## src/rtl/rc5_block_encryptor.sv

```systemverilog
// rtl/rc5_block_encryptor.sv - RC5-w/r block cipher datapath fed from an expanded S table
//
// Encrypts one two-word block (A_in, B_in) per accepted start using the
// expanded key table S[0..t-1], which is read one word per cycle via
// S_address / S_sub_i. The table comes from an upstream key expander.
// It is valid while keys_valid is high.
//
// Optional feature: define RC5_DECRYPT_EN to add a 'mode' input.
// mode is sampled with start: 0 = encrypt, 1 = decrypt.
// Decrypt uses the same state sequence and latency and walks the table downwards.
//
// Ports
//   clk1        sole clock, posedge
//   rst         synchronous reset, active-high
//   keys_valid  S table complete and stable; qualifies start
//   start       block request, sampled only while idle
//   mode        (RC5_DECRYPT_EN only) 0 = encrypt, 1 = decrypt
//   A_in, B_in  input block words, latched at start acceptance
//   S_address   S table read address (combinational, 0 when idle or finishing)
//   S_sub_i     S[S_address], combinational read in the same cycle
//   busy        high from start acceptance through the done cycle
//   done        one-cycle pulse, A_out/B_out valid
//   A_out,B_out result words, held until the next done

module rc5_block_encryptor #(
    parameter int w        = 32,
    parameter int r        = 12,
    parameter int t        = 2 * (r + 1),
    parameter int t_length = $clog2(t),
    parameter int rot_bits = $clog2(w)
) (
    input  logic                clk1,
    input  logic                rst,
    input  logic                keys_valid,
    input  logic                start,
`ifdef RC5_DECRYPT_EN
    input  logic                mode,
`endif
    input  logic [w-1:0]        A_in,
    input  logic [w-1:0]        B_in,
    output logic [t_length-1:0] S_address,
    input  logic [w-1:0]        S_sub_i,
    output logic                busy,
    output logic                done,
    output logic [w-1:0]        A_out,
    output logic [w-1:0]        B_out
);

    // i only ever needs to hold 0..r, and {i, 1'b0} is exactly t_length wide.
    localparam int IW = t_length - 1;
    localparam logic [IW-1:0]       I_LAST = IW'(r);
    localparam logic [IW-1:0]       I_ONE  = IW'(1);
    localparam logic [t_length-1:0] T_LAST = t_length'(t - 1);

    typedef enum logic [2:0] {
        IDLE,
        PRE_A,
        PRE_B,
        RND_A,
        RND_B,
        FIN
    } state_t;

    state_t        state_q, state_d;
    logic [w-1:0]  a_q, a_d;
    logic [w-1:0]  b_q, b_d;
    logic [IW-1:0] i_q, i_d;
    logic          busy_q, busy_d;
    logic [w-1:0]  a_out_q, a_out_d;
    logic [w-1:0]  b_out_q, b_out_d;
`ifdef RC5_DECRYPT_EN
    logic          mode_q, mode_d;
`endif

    // Rotates via a doubled word so that an amount of 0 returns x unchanged.
    function automatic logic [w-1:0] rotl(input logic [w-1:0] x, input logic [rot_bits-1:0] n);
        logic [2*w-1:0] dbl;
        dbl = {x, x} << n;
        return dbl[2*w-1:w];
    endfunction

`ifdef RC5_DECRYPT_EN
    function automatic logic [w-1:0] rotr(input logic [w-1:0] x, input logic [rot_bits-1:0] n);
        logic [2*w-1:0] dbl;
        dbl = {x, x} >> n;
        return dbl[w-1:0];
    endfunction
`endif

    always_ff @(posedge clk1) begin
        if (rst) begin
            state_q <= IDLE;
            a_q     <= '0;
            b_q     <= '0;
            i_q     <= '0;
            busy_q  <= 1'b0;
            a_out_q <= '0;
            b_out_q <= '0;
`ifdef RC5_DECRYPT_EN
            mode_q  <= 1'b0;
`endif
        end else begin
            state_q <= state_d;
            a_q     <= a_d;
            b_q     <= b_d;
            i_q     <= i_d;
            busy_q  <= busy_d;
            a_out_q <= a_out_d;
            b_out_q <= b_out_d;
`ifdef RC5_DECRYPT_EN
            mode_q  <= mode_d;
`endif
        end
    end

    // Table address. The step address is the encrypt order 0..t-1.
    // Decrypt mirrors it so the same sequence walks t-1 down to 0.
    logic [t_length-1:0] step_addr;
    logic                addr_en;

    always_comb begin
        step_addr = '0;
        addr_en   = 1'b0;
        case (state_q)
            PRE_A: begin
                step_addr = '0;
                addr_en   = 1'b1;
            end
            PRE_B: begin
                step_addr = t_length'(1);
                addr_en   = 1'b1;
            end
            RND_A: begin
                step_addr = {i_q, 1'b0};
                addr_en   = 1'b1;
            end
            RND_B: begin
                step_addr = {i_q, 1'b1};
                addr_en   = 1'b1;
            end
            default: begin
                step_addr = '0;
                addr_en   = 1'b0;
            end
        endcase

        S_address = '0;
        if (addr_en) begin
`ifdef RC5_DECRYPT_EN
            S_address = mode_q ? (T_LAST - step_addr) : step_addr;
`else
            S_address = step_addr;
`endif
        end
    end

    always_comb begin
        state_d = state_q;
        a_d     = a_q;
        b_d     = b_q;
        i_d     = i_q;
        busy_d  = busy_q;
        a_out_d = a_out_q;
        b_out_d = b_out_q;
        done    = 1'b0;
`ifdef RC5_DECRYPT_EN
        mode_d  = mode_q;
`endif

        case (state_q)
            IDLE: begin
                if (start && keys_valid) begin
                    a_d     = A_in;
                    b_d     = B_in;
                    busy_d  = 1'b1;
                    state_d = PRE_A;
`ifdef RC5_DECRYPT_EN
                    mode_d  = mode;
`endif
                end
            end

            // In decrypt, the first two steps are the B/A half-rounds for round r.
            PRE_A: begin
`ifdef RC5_DECRYPT_EN
                if (mode_q)
                    b_d = rotr(b_q - S_sub_i, a_q[rot_bits-1:0]) ^ a_q;
                else
`endif
                    a_d = a_q + S_sub_i;
                state_d = PRE_B;
            end

            PRE_B: begin
`ifdef RC5_DECRYPT_EN
                if (mode_q)
                    a_d = rotr(a_q - S_sub_i, b_q[rot_bits-1:0]) ^ b_q;
                else
`endif
                    b_d = b_q + S_sub_i;
                i_d     = I_ONE;
                state_d = RND_A;
            end

            // Decrypt round pass i handles cipher round r-i.
            // The final pass (i == r) removes the S[1]/S[0] whitening.
            RND_A: begin
`ifdef RC5_DECRYPT_EN
                if (mode_q) begin
                    if (i_q == I_LAST)
                        b_d = b_q - S_sub_i;
                    else
                        b_d = rotr(b_q - S_sub_i, a_q[rot_bits-1:0]) ^ a_q;
                end else
`endif
                    a_d = rotl(a_q ^ b_q, b_q[rot_bits-1:0]) + S_sub_i;
                state_d = RND_B;
            end

            RND_B: begin
`ifdef RC5_DECRYPT_EN
                if (mode_q) begin
                    if (i_q == I_LAST)
                        a_d = a_q - S_sub_i;
                    else
                        a_d = rotr(a_q - S_sub_i, b_q[rot_bits-1:0]) ^ b_q;
                end else
`endif
                    b_d = rotl(b_q ^ a_q, a_q[rot_bits-1:0]) + S_sub_i;
                if (i_q == I_LAST) begin
                    // Results are loaded on entry to FIN.
                    // This makes them valid in the same cycle as the done pulse.
                    a_out_d = a_d;
                    b_out_d = b_d;
                    state_d = FIN;
                end else begin
                    i_d     = i_q + I_ONE;
                    state_d = RND_A;
                end
            end

            FIN: begin
                done    = 1'b1;
                busy_d  = 1'b0;
                i_d     = '0;
                state_d = IDLE;
            end

            default: begin
                state_d = IDLE;
            end
        endcase
    end

    assign busy  = busy_q;
    assign A_out = a_out_q;
    assign B_out = b_out_q;

endmodule
```

## config.mk

```make
export PLATFORM = sky130hd
export DESIGN_NAME = rc5_block_encryptor
export DESIGN_NICKNAME = d
export VERILOG_FILES = /design/src/rtl/rc5_block_encryptor.sv
export SDC_FILE = /design/constraint.sdc
export NUM_CORES = 1
export LEC_CHECK = 0
export ABC_AREA = 1
export ABC_CLOCK_PERIOD_IN_PS = 3400
export BUFFER_PORTS_ARGS = -buffer_cell sky130_fd_sc_hd__buf_2
export CORE_UTILIZATION = 55
export DETAILED_ROUTE_END_ITERATION = 8
export PLACE_DENSITY_LB_ADDON = 0.15
export SYNTH_ARGS = -nofsm -noshare
export SYNTH_HDL_FRONTEND = slang
export SYNTH_SLANG_ARGS = --single-unit
export TNS_END_PERCENT = 50
```

## constraint.sdc

```tcl
create_clock -name clk1 -period 3.4 [get_ports clk1]
set_clock_uncertainty 0.15 [all_clocks]
set_input_delay 0.68 -clock clk1 [delete_from_list [all_inputs] [get_ports clk1]]
set_output_delay 0.68 -clock clk1 [all_outputs]
set_load 0.01 [all_outputs]
```

==> run summary, run 1 <==
• **routability congestion estimate** 1.06
• **mean area per synthesized cell** 5.85 µm²
• **cell with the most instances after synthesis** sky130_fd_sc_hd__nand2_1
• **number of warning messages in the yosys log** 0
• **maximum number of buffers from clock root to sink** 2
• **number of distinct library cells after synthesis** 51
• **Rows** 61
• **CTS Hold Bufs** 0
• **First Err** [ERROR GRT-0232] Routing congestion too high. Check the congestion heatmap in the GUI.
• **Yosys top cell by area** sky130_fd_sc_hd__dfxtp_1
• **run status** stopped before the end
• **Mapped Area** 0.0159 mm²
• **port buffer count** 170
• **final global-route overflow total** 16
• **number of antenna violations at the first check in global routing** 21
• **number of nets in the synthesized netlist** 2912
• **half-perimeter wire length of the detailed placement result** 58.3 mm
• **root buffer selected by CTS** sky130_fd_sc_hd__clkbuf_16
• **clk sink count** 136
• **top-level port count** 171
• **Synth async-reset ratio** 0
• **most frequent cells after synthesis** sky130_fd_sc_hd__nand2_1, sky130_fd_sc_hd__inv_1, sky130_fd_sc_hd__o21ai_0, sky130_fd_sc_hd__nor2_1
• **Worst End Pin Type** register data pin
• **number of buffers created by CTS** 17
• **#FFs+latches synth** 136
• **share of synthesized area occupied by flip-flops and latches** 0.172
• **largest net degree at the start of global routing** 98
• **Primary FF master, synth** sky130_fd_sc_hd__dfxtp_1
• **overall global routing resource usage** 0.810
• **number of synthesized flops with an enable pin** 0
• **Worst Endpoint after GRT Repair** a_q[22]$_SDFFE_PP0P_/D
• **die boundary width** 172 µm
• **last flow stage reached** global routing
• **height of the die** 172 µm
• **DP Worst Slack** -0.808 ns
• **Gate Count Post-Synth** 2711
• **number of H-tree levels** 4
• **top cells by area, synth** sky130_fd_sc_hd__dfxtp_1, sky130_fd_sc_hd__nand2_1, sky130_fd_sc_hd__o21ai_0
• **initial core utilization** 0.564
• **Synth top area share** 0.172
-- routing by layer --
| layer | overflow | track usage |
|---|---|---|
| met5 | 0 | 0.617 |
| met4 | 7 | 0.735 |
| met3 | 1 | 0.696 |
| met2 | 8 | 0.924 |
| met1 | 0 | 0.831 |
-- cell families after synthesis --
kind of cell             count (synthesis)  share of synthesized area
AND/OR/NAND/NOR                       1215                      0.322
AO/OA/AOI/OAI                          714                      0.253
buffers and inverters                  454                      0.117
flip-flops                             136                      0.172
adder cells (fa/ha/maj)                101                     0.0811
XOR/XNOR                                52                     0.0311
multiplexers                            39                     0.0246
-- through the flow --
| step | instances | area, µm² | setup TNS, ns | utilization |
|---|---|---|---|---|
| global placement | 3604 | 20200 | -38.24 | 0.719 |
| detailed placement | 3604 | 20200 | -44.12 | 0.719 |
| CTS | 3687 | 23000 | -17.64 | 0.817 |
| floorplan | 2711 | 15900 | -0.00227 | - |
-- timing repair --
item | 4_1_cts
gates resized for setup | 521
endpoints found under the setup margin | 88
pin swaps | 117
setup buffers | 53
gates cloned | 2
==> inputs of run 2 (changes only) <==
- ABC_CLOCK_PERIOD_IN_PS: 3400 -> 4420
- CORE_UTILIZATION: 55 -> 40
- clock period: 3.4 -> 4.42 ns (I/O delays scaled with it)
==> run summary, run 2 <==
• **largest net degree at the start of global routing** 98
• **total internal power** 6.65 mW
• **number of synthesized flops with an enable pin** 0, unchanged
• **initial core utilization** 0.408, was 0.564
• **port buffer count** 170, unchanged
• **shortest period the worst path allows** 4.24 ns
• **worst max-slew margin expressed relative to the limit** 0.412
• **DP Worst Slack** -0.0186 ns, was -0.808 ns
• **post-detailed-route wirelength per cell** 22.4 µm
• **Register-to-Register Setup Slack** 0.18 ns
• **root buffer selected by CTS** sky130_fd_sc_hd__clkbuf_16, unchanged
• **Mapped Area** 0.0159 mm², unchanged
• **category of the most critical setup path** register to register
• **Die Outline Area** 0.0404 mm²
• **final-report setup violation count** 0
• **Synth top area share** 0.172, unchanged
• **number of distinct library cells after synthesis** 51, unchanged
• **power density relative to cell area** 821 mW/mm²
• **number of nets in the synthesized netlist** 2912, unchanged
• **worst min-delay path class** register to register
• **setup slack of the critical path after layout** 0.180 ns
• **sequential share of power** 0.111
• **most frequent cells after synthesis** sky130_fd_sc_hd__nand2_1, sky130_fd_sc_hd__inv_1, sky130_fd_sc_hd__o21ai_0, sky130_fd_sc_hd__nor2_1, unchanged
• **switching part of the total** 0.578
• **mean area per synthesized cell** 5.85 µm², unchanged
• **final global-route overflow total** 0
• **number of buffers created by CTS** 17, unchanged
• **final wirelength** 78.6 mm
• **#FFs+latches synth** 136, unchanged
• **Synth async-reset ratio** 0, unchanged
• **Primary FF master, synth** sky130_fd_sc_hd__dfxtp_1, unchanged
• **achievable clock frequency** 0.236 GHz
• **most frequent cells in the layout** sky130_fd_sc_hd__nand2_1, sky130_fd_sc_hd__inv_1, sky130_fd_sc_hd__o21ai_0, sky130_fd_sc_hd__nor2_1, sky130_fd_sc_hd__nand3_1
• **kind of capture point of the worst setup path** register
• **maximum capacitance violations** 0
• **via count** 19800
• **routability congestion estimate** 1.05, was 1.06
• **Gate Count Post-Synth** 2711, unchanged
• **Yosys top cell by area** sky130_fd_sc_hd__dfxtp_1, unchanged
• **number of warning messages in the yosys log** 0, unchanged
• **commonest non-fill, non-tap cell in the layout** sky130_fd_sc_hd__nand2_1
• **fraction of layout instances using a drive strength above 1** 0.194
• **final hold violation count** 0
• **total power** 15.7 mW
• **clk slew on worst S/H paths** 0.07 ns
• **FILL cells** 4195
• **Rows** 72, was 61
• **cell with the most instances after synthesis** sky130_fd_sc_hd__nand2_1, unchanged
• **number of H-tree levels** 4, unchanged
• **final cell count without fillers** 3502
• **run status** completed, was stopped before the end
• **clock network fraction of total power** 0.094
• **die boundary width** 201 µm, was 172 µm
• **overall global routing resource usage** 0.383
• **height of the die** 201 µm, was 172 µm
• **number of pins with negative max-slew slack in the final report** 0
• **antenna violation net count after detailed routing** 0
• **Skew-Pair Late Insertion Delay** 0.49 ns
• **Area Growth Syn to Fin** 20.9%
• **LEAKAGE** 9.75 nW
• **share of total power in combinational logic** 0.795
• **worst vdd ir** 477 µV
• **maximum number of buffers from clock root to sink** 2, unchanged
• **number of global-route vias before repair** 18000
• **startpoint type of the worst setup path** register
• **first drt pass iteration count** 7
• **post-layout utilization of the core** 0.494
• **pin slew with the least headroom to its limit** 0.876 ns
• **Antenna Diode Count** 0
• **share of synthesized area occupied by flip-flops and latches** 0.172, unchanged
• **clk sink count** 136, unchanged
• **half-perimeter wire length of the detailed placement result** 64.0 mm, was 58.3 mm
• **switching power of the nets** 9.10 mW
• **Critical Path AT** 4.44 ns
• **number of placed cells counting well taps** 3469, was 3604
• **top cells by area, synth** sky130_fd_sc_hd__dfxtp_1, sky130_fd_sc_hd__nand2_1, sky130_fd_sc_hd__o21ai_0, unchanged
• **top-level port count** 171, unchanged
• **area inside the core boundary** 0.0388 mm²
• **share of the clock period used by the worst path after layout** 0.959
• **total negative slack** 0 ns
• **net total in the final layout** 3172
• **global-route wire length before repair** 115 mm
• **number of antenna violations at the first check in global routing** 2
• **critical path required time** 4.62 ns
• **DRC Markers** 0
• **Detailed Route Iter0 Violations** 2203
• **worst-path maximum fanout** 5
• **vias per cell** 5.66
• **CTS tree** done
run 2: cell type report:
cell class                      count  area (µm²)  share of cell area
Multi-Input combinational cell   2121       11500               0.602
Sequential cell                   136        2770               0.144
Timing Repair Buffer              369        2420               0.126
Inverter                          326        1230              0.0640
Tap cell                          518         648              0.0338
Clock buffer                       18         439              0.0229
Clock inverter                     14         126             0.00659
run 2: logic make-up (layout without fill, tap and decap cells):
| family | count (synthesis) | count (layout) | synth area share |
|---|---|---|---|
| and+or+nand+nor | 1215 | 1215 | 0.322 |
| DFF | 136 | 136 | 0.172 |
| muxes | 39 | 39 | 0.0246 |
| AOI/OAI and AO/OA | 714 | 714 | 0.253 |
| xor gates and xnor gates | 52 | 52 | 0.0311 |
| adders and majority gates | 101 | 101 | 0.0811 |
| buffers and inverters | 454 | 727 | 0.117 |
run 2: path summary, 6_finish.rpt:
check / cells past startpoint / endpoint / start
setup reg to reg: 24 / a_q[27] / a_q[7]
setup / recovery: 24 / a_q[27] / a_q[7]
hold / removal: 2 / B_out[0] / B_out[0]
hold reg to reg: 2 / B_out[0] / B_out[0]
run 2: stage by stage:
step	hold slack, ns	instance area (µm²)
final	0.320	19200
after CTS	0.322	18900
after floorplan	0.317	15900
after global placement	0.301	18300
after detailed placement	0.306	18300
after global routing	0.345	19200
run 2: layer usage:
| layer | global-route usage | vias up | routed length (µm) |
|---|---|---|---|
| met5 | 0 | - | 12 |
| met4 | 0.137 | 2 | 2900 |
| met3 | 0.0622 | 126 | 6670 |
| met2 | 0.578 | 899 | 33300 |
| met1 | 0.545 | 9270 | 35700 |
| li1 | - | 9536 | - |
run 2: power groups by stage:
stage               clock (mW)  combinational, mW  sequential, mW
finish                    1.47               12.5            1.75
CTS                       1.51               11.9            1.71
global placement             0               11.9            1.73
global route              1.54               13.6            1.76
floorplan                    0               7.28            1.60
detailed placement           0               11.9            1.73
run 2: worst max-delay path, stage by stage, from the launching register on:
cell,delay [ns]
sky130_fd_sc_hd__dfxtp_4,0.40
sky130_fd_sc_hd__or2_2,0.32
sky130_fd_sc_hd__nand2_1,0.14
sky130_fd_sc_hd__nand2_1,0.06
sky130_fd_sc_hd__o21ai_0,0.15
sky130_fd_sc_hd__o21ai_1,0.12
sky130_fd_sc_hd__o21ai_0,0.32
sky130_fd_sc_hd__o21ai_1,0.14
sky130_fd_sc_hd__nand2_1,0.08
sky130_fd_sc_hd__nand3_1,0.08
sky130_fd_sc_hd__o21ai_0,0.12
sky130_fd_sc_hd__inv_1,0.07
sky130_fd_sc_hd__ha_1,0.37
sky130_fd_sc_hd__nand2_1,0.11
sky130_fd_sc_hd__nor3_1,0.18
sky130_fd_sc_hd__nor2_1,0.11
sky130_fd_sc_hd__o21ai_2,0.25
sky130_fd_sc_hd__a21oi_1,0.13
sky130_fd_sc_hd__inv_1,0.13
sky130_fd_sc_hd__nand3_1,0.16
sky130_fd_sc_hd__nand3_1,0.10
sky130_fd_sc_hd__nand2_1,0.05
sky130_fd_sc_hd__o21ai_0,0.16
sky130_fd_sc_hd__buf_4,0.13
sky130_fd_sc_hd__a21oi_1,0.05
run 2: repair_timing:
| item | 4_1_cts | 5_1_grt |
|---|---|---|
| gates cloned | 0 | 1 |
| buffers inserted | 0 | 0 |
| hold buffers | 0 | 0 |
| pin swaps | 0 | 7 |
| resized for setup | 1 | 120 |
| setup endpoints to repair | 4 | 54 |
Note: power is estimated with default switching activity, not from simulation.
